`config.mk`:
```
export PLATFORM = sky130hd
export DESIGN_NAME = cpu_ctrl
export DESIGN_NICKNAME = d
export VERILOG_FILES = /design/src/rtl/cpu_pkg.sv /design/src/rtl/cpu_ctrl_decode.sv /design/src/rtl/cpu_ctrl.sv
export SDC_FILE = /design/constraint.sdc
export NUM_CORES = 1
export LEC_CHECK = 0
export ABC_AREA = 1
export CAP_MARGIN = 20
export CORE_MARGIN = 2
export CORE_UTILIZATION = 39
export CTS_BUF_LIST = sky130_fd_sc_hd__clkbuf_8
export DETAILED_ROUTE_END_ITERATION = 8
export MAX_ROUTING_LAYER = met4
export PLACE_DENSITY = 0.68
export SYNTH_ARGS = -nofsm -noshare
export SYNTH_HDL_FRONTEND = slang
export SYNTH_SLANG_ARGS = --single-unit
```
`constraint.sdc`:
```
create_clock -name clk -period 2.39 [get_ports clk]
set_clock_uncertainty 0.05 [all_clocks]
set_input_delay 0.239 -clock clk [delete_from_list [all_inputs] [get_ports clk]]
set_output_delay 0.239 -clock clk [all_outputs]
set_load 0.005 [all_outputs]
```
`src/rtl/cpu_pkg.sv`:
```
// rtl/cpu_pkg.sv - shared opcode, ALU select, mux encodings and FSM state for the CPU control unit
package cpu_pkg;

    localparam logic [3:0] OP_ADD  = 4'h0;
    localparam logic [3:0] OP_NOT  = 4'h1;
    localparam logic [3:0] OP_AND  = 4'h2;
    localparam logic [3:0] OP_OR   = 4'h3;
    localparam logic [3:0] OP_SLT  = 4'h4;
    localparam logic [3:0] OP_SLL  = 4'h5;
    localparam logic [3:0] OP_BEQ  = 4'h6;
    localparam logic [3:0] OP_BNE  = 4'h7;
    localparam logic [3:0] OP_LW   = 4'h8;
    localparam logic [3:0] OP_SW   = 4'h9;
    localparam logic [3:0] OP_ADDI = 4'hA;

    localparam logic [2:0] ALU_ADD = 3'd0;
    localparam logic [2:0] ALU_NOT = 3'd1;
    localparam logic [2:0] ALU_AND = 3'd2;
    localparam logic [2:0] ALU_OR  = 3'd3;
    localparam logic [2:0] ALU_SLT = 3'd4;
    localparam logic [2:0] ALU_SLL = 3'd5;
    localparam logic [2:0] ALU_BEQ = 3'd6;
    localparam logic [2:0] ALU_BNE = 3'd7;

    localparam logic       SRCA_PC      = 1'b0;
    localparam logic       SRCA_RS      = 1'b1;

    localparam logic [1:0] SRCB_RT      = 2'd0;
    localparam logic [1:0] SRCB_FOUR    = 2'd1;
    localparam logic [1:0] SRCB_IMM     = 2'd2;
    localparam logic [1:0] SRCB_IMM_SH2 = 2'd3;

    localparam logic       PC_SRC_ALU   = 1'b0;
    localparam logic       PC_SRC_TGT   = 1'b1;

    localparam logic       WB_ALUOUT    = 1'b0;
    localparam logic       WB_MDR       = 1'b1;

    typedef enum logic [2:0] {
        S_FETCH  = 3'd0,
        S_DECODE = 3'd1,
        S_EXEC   = 3'd2,
        S_MEM    = 3'd3,
        S_WB     = 3'd4,
        S_TRAP   = 3'd5
    } state_t;

endpackage

```
`src/rtl/cpu_ctrl_decode.sv`:
```
// rtl/cpu_ctrl_decode.sv - combinational opcode classifier for the control FSM
module cpu_ctrl_decode
    import cpu_pkg::*;
(
    input  logic [3:0] opcode,
    output logic       is_rtype,
    output logic       is_branch,
    output logic       is_mem,
    output logic       is_load,
    output logic       is_imm,
    output logic       is_illegal,
    output logic       chk_ovf
);

    // Class flags; only ADD and ADDI trap on signed overflow
    always_comb begin
        is_rtype   = (opcode <= OP_SLL);
        is_branch  = (opcode == OP_BEQ) || (opcode == OP_BNE);
        is_mem     = (opcode == OP_LW) || (opcode == OP_SW);
        is_load    = (opcode == OP_LW);
        is_imm     = (opcode == OP_ADDI);
        is_illegal = (opcode > OP_ADDI);
        chk_ovf    = (opcode == OP_ADD) || (opcode == OP_ADDI);
    end

endmodule

```
`src/rtl/cpu_ctrl.sv`:
```
// rtl/cpu_ctrl.sv - multicycle Moore control FSM with retired-instruction counter
module cpu_ctrl
    import cpu_pkg::*;
#(
    parameter int RETIRE_W = 32
) (
    input  logic                clk,
    input  logic                rst_n,
    input  logic [3:0]          opcode,
    input  logic                alu_zero,
    input  logic                alu_ovf,
    input  logic                mem_ack,
    output logic [2:0]          alu_sel,
    output logic                alu_src_a,
    output logic [1:0]          alu_src_b,
    output logic                mem_req,
    output logic                mem_we,
    output logic                iord,
    output logic                ir_write,
    output logic                pc_write,
    output logic                pc_src,
    output logic                tgt_write,
    output logic                aluout_write,
    output logic                mdr_write,
    output logic                reg_write,
    output logic                wb_src,
    output logic                trap,
    output logic [RETIRE_W-1:0] retired
);

    state_t                state;
    state_t                next_state;
    logic                  retire_inc;
    logic [RETIRE_W-1:0]   retired_q;

    logic is_rtype;
    logic is_branch;
    logic is_mem;
    logic is_load;
    logic is_imm;
    logic is_illegal;
    logic chk_ovf;

    cpu_ctrl_decode u_decode (
        .opcode     (opcode),
        .is_rtype   (is_rtype),
        .is_branch  (is_branch),
        .is_mem     (is_mem),
        .is_load    (is_load),
        .is_imm     (is_imm),
        .is_illegal (is_illegal),
        .chk_ovf    (chk_ovf)
    );

    // Output decode and next-state selection; reset blanks every output so
    // a request in flight is withdrawn in the same cycle reset is seen
    always_comb begin
        next_state   = state;
        retire_inc   = 1'b0;
        alu_sel      = ALU_ADD;
        alu_src_a    = SRCA_PC;
        alu_src_b    = SRCB_FOUR;
        mem_req      = 1'b0;
        mem_we       = 1'b0;
        iord         = 1'b0;
        ir_write     = 1'b0;
        pc_write     = 1'b0;
        pc_src       = PC_SRC_ALU;
        tgt_write    = 1'b0;
        aluout_write = 1'b0;
        mdr_write    = 1'b0;
        reg_write    = 1'b0;
        wb_src       = WB_ALUOUT;
        trap         = 1'b0;
        retired      = retired_q;

        case (state)
            S_FETCH: begin
                mem_req = 1'b1;
                if (mem_ack) begin
                    ir_write   = 1'b1;
                    pc_write   = 1'b1;
                    next_state = S_DECODE;
                end
            end
            S_DECODE: begin
                alu_src_b  = SRCB_IMM_SH2;
                tgt_write  = 1'b1;
                next_state = is_illegal ? S_TRAP : S_EXEC;
            end
            S_EXEC: begin
                alu_src_a = SRCA_RS;
                if (is_branch) begin
                    // the ALU folds BEQ/BNE polarity into zero
                    alu_src_b  = SRCB_RT;
                    alu_sel    = opcode[2:0];
                    if (alu_zero) begin
                        pc_write = 1'b1;
                        pc_src   = PC_SRC_TGT;
                    end
                    next_state = S_FETCH;
                    retire_inc = 1'b1;
                end else if (is_mem) begin
                    // address arithmetic may wrap, so overflow is not checked
                    alu_src_b    = SRCB_IMM;
                    aluout_write = 1'b1;
                    next_state   = S_MEM;
                end else if (is_rtype || is_imm) begin
                    alu_src_b = is_imm ? SRCB_IMM : SRCB_RT;
                    alu_sel   = is_imm ? ALU_ADD : opcode[2:0];
                    if (chk_ovf && alu_ovf) begin
                        next_state = S_TRAP;
                    end else begin
                        aluout_write = 1'b1;
                        next_state   = S_WB;
                    end
                end else begin
                    next_state = S_TRAP;
                end
            end
            S_MEM: begin
                mem_req = 1'b1;
                iord    = 1'b1;
                mem_we  = !is_load;
                if (mem_ack) begin
                    if (is_load) begin
                        mdr_write  = 1'b1;
                        next_state = S_WB;
                    end else begin
                        next_state = S_FETCH;
                        retire_inc = 1'b1;
                    end
                end
            end
            S_WB: begin
                reg_write  = 1'b1;
                wb_src     = is_load ? WB_MDR : WB_ALUOUT;
                next_state = S_FETCH;
                retire_inc = 1'b1;
            end
            S_TRAP: begin
                trap = 1'b1;
            end
            default: begin
                next_state = S_TRAP;
            end
        endcase

        if (!rst_n) begin
            alu_sel      = 3'd0;
            alu_src_a    = 1'b0;
            alu_src_b    = 2'd0;
            mem_req      = 1'b0;
            mem_we       = 1'b0;
            iord         = 1'b0;
            ir_write     = 1'b0;
            pc_write     = 1'b0;
            pc_src       = 1'b0;
            tgt_write    = 1'b0;
            aluout_write = 1'b0;
            mdr_write    = 1'b0;
            reg_write    = 1'b0;
            wb_src       = 1'b0;
            trap         = 1'b0;
            retired      = '0;
        end
    end

    // State register and wrapping retire counter
    always_ff @(posedge clk) begin
        if (!rst_n) begin
            state     <= S_FETCH;
            retired_q <= '0;
        end else begin
            state <= next_state;
            if (retire_inc) begin
                retired_q <= retired_q + RETIRE_W'(1);
            end
        end
    end

endmodule

```
==> results.ini <==
[drt]
drtIter0Drc = 120
vias = 2980
detail-route-antenna-nets = 0
drc = 0
firstDrtPassIters = 4
via_per_inst = 4.822
wl_um = 6921
post_drt_wl_per_cell_um = 11.20

[global_routing]
grt_pass1_wl_um = 11960
grt_overflow_total = 0
grt_use_total_pct = 20.08
antenna_found_initial = 0
grt_max_degree = 48
grt_pass1_vias = 2766
grtUsageMet3_pct = 3.128
grtUsageMet1_pct = 24.41
grt_util_met2_pct = 34.35
top_usage_layer = met2

[worst_setup_path]
critPathMaxStageDelay_ns = 0.53
path_buf_inv = 3
critPathTopFamily = buffers and inverters
critPathKind = primary input to primary output
critPathLaunchType = primary input
cp.arrival_ns = 1.96
required_ns = 2.10
worstPathMaxFanout = 3
slowest_stage = clkdlybuf4s50_1
path_cells = clkdlybuf4s50_1, inv_4, nor2_4, nand3_1, a21oi_1, o21ai_0, a21oi_1, clkdlybuf4s50_1
cp-end-kind = primary output

[timing]
maxSlewHeadroom_pct = 78.90
finalCriticalPeriod_ns = 2.246
setup_violations = 0
fin_ws_ns = 0.1438
rsz0062_at_grt = false
tightest_slew_ns = 0.3154
period_share_pct = 93.98
hold_viol = 0
drv_slew = 0
timing.hold.ws_ns = 0.4501
clock.fmax_mhz = 445.2
timing.setup.tns_ns = 0

[cts]
numCtsBuffers = 5
cts_root_buf = clkbuf_8
cts_num_sinks = 35
htreeDepth = 2
cts_max_path_buffers = 2
clk_latency_ns = 0.30
postCtsSetupBuffers = 0
post_cts_resized = 0
path_clk_slew_ns = 0.08
cts_tree = done
holdBufCountCts = 0

[power]
ir_drop_v = 0.0002039
p_leak_nw = 1.450
power_density_nw_per_um2 = 364.1
fin_total_pwr_mw = 1.245

[floorplan]
die-area_um2 = 7588
core_area_um2 = 6756
row_count = 30
die_y_um = 87.11
initial_core_util_pct = 39.87
num_io_pins = 59
die-width_um = 87.11

[placement]
io_buffers = 58
dp_hpwl_um = 5268
dpl-instance-area_um2 = 3334
dp_cells = 610
pre_cts_slack_ns = 0.1494
place.gp.congestion = 0.8968

[final_layout]
fin_cells = 618
utilization_pct = 50.61
fillers = 740
design_area_um2 = 3420
nets = 547
drive_gt1_share_pct = 7.063
area_delta_synth_final_pct = 26.94
antennaDiodeCount = 0

[yosys]
yosysWarningCount = 0
yosysTopAreaCell = dfxtp_1
seq_area_frac_synth_pct = 26.01
yosys_register_bits = 35
syn_inst = 480
synthesis.area_um2 = 2694
synthesis.nets = 490
yosysTopAreaCellShare_pct = 26.01
yosys-top-cells-area = dfxtp_1 (26%), nand2_1 (23%), inv_1 (10%), nor2_1 (10%), nand3_1 (4.5%)
yosys_most_used_dff = dfxtp_1
syn_avg_cell_area_um2 = 5.612
ys_types = 31
synth-edff-count = 0
ys_async_sr_fraction_pct = 0

[outcome]
status = completed

[job]
cap_violations = 0

[hold_path]
hold_class = register to register

final cells by class:
class,instances,area (µm²),area share [%]
Multi-Input combinational cell,353,1600,46.80
Sequential cell,35,700.7,20.49
Timing Repair Buffer,64,638.1,18.66
Inverter,78,295.3,8.635
Tap cell,80,100.1,2.927
Clock buffer,5,68.82,2.012
Clock inverter,3,16.27,0.4757
synthesized netlist by cell type, types with 2 or more instances:
| master | number |
|---|---|
| a21oi_1 | 22 |
| buf_4 | 2 |
| dfxtp_1 | 35 |
| o21ai_0 | 7 |
| buf_1 | 3 |
| inv_1 | 74 |
| nor2_4 | 3 |
| nor2_2 | 10 |
| o21ai_1 | 2 |
| inv_2 | 3 |
| o22ai_1 | 2 |
| nor3_1 | 10 |
| nor2_1 | 74 |
| buf_6 | 2 |
| xor2_1 | 9 |
| buf_8 | 2 |
| nand4_1 | 9 |
| xnor2_1 | 2 |
| nand3_2 | 4 |
| nand2_2 | 2 |
| nand2_1 | 166 |
| nand3_1 | 24 |
| clkbuf_1 | 5 |
layout by cell type (no fill, tap or decap), drive strengths merged:
cell type / count
ha: 1
nor4: 1
nand4: 9
nor3: 11
a31oi: 1
xnor2: 2
buf: 6
clkdlybuf4s50: 58
nand2: 169
nor2: 87
xor2: 9
o21ai: 9
nand3b: 1
nand3: 28
and3: 1
clkbuf: 5
a21oi: 22
dfxtp: 35
o22ai: 2
clkinv: 1
inv: 79
clkinvlp: 1
metal layers:
metal	up-vias	wire (µm)
li1	1574	-
met1	1345	3315
met2	54	3298
met3	7	211
met4	0	95
met5	-	0
sequential cells by signal, indices dropped and copies added (netlist names):
name and flops:
retired_q 32, state 3
worst min-delay path, cell delays in order, from the launching register on:
cell and delay [ns]:
dfxtp_1 0.34, nand2_1 0.07, a21oi_1 0.05
kinds of logic (layout without fill, tap and decap cells):
logic type	Yosys count	count (layout)	share of synthesized area [%]
adder cells (fa/ha/maj)	1	1	0.4644
flip-flops	35	35	26.01
AND/OR/NAND/NOR	307	307	48.91
XOR/XNOR	11	11	3.577
AO/OA/AOI/OAI	34	34	6.456
buffers and inverters	92	150	14.58
worst paths after layout:
kind / endpoint / cells after the start / startpoint / slack [ns]
max: aluout_write / 8 / opcode[3] / 0.14
min: retired_q[31] / 2 / retired_q[31] / 0.45
max reg2reg: retired_q[18] / 8 / retired_q[1] / 0.62
min reg2reg: retired_q[31] / 2 / retired_q[31] / 0.45
report_power, final:
part	switching, mW	internal [mW]	total [mW]
clock network	0.229	0.199	0.428
logic	0.128	0.0862	0.214
registers	0.0103	0.592	0.602
Power figures use the tool's default switching activity.
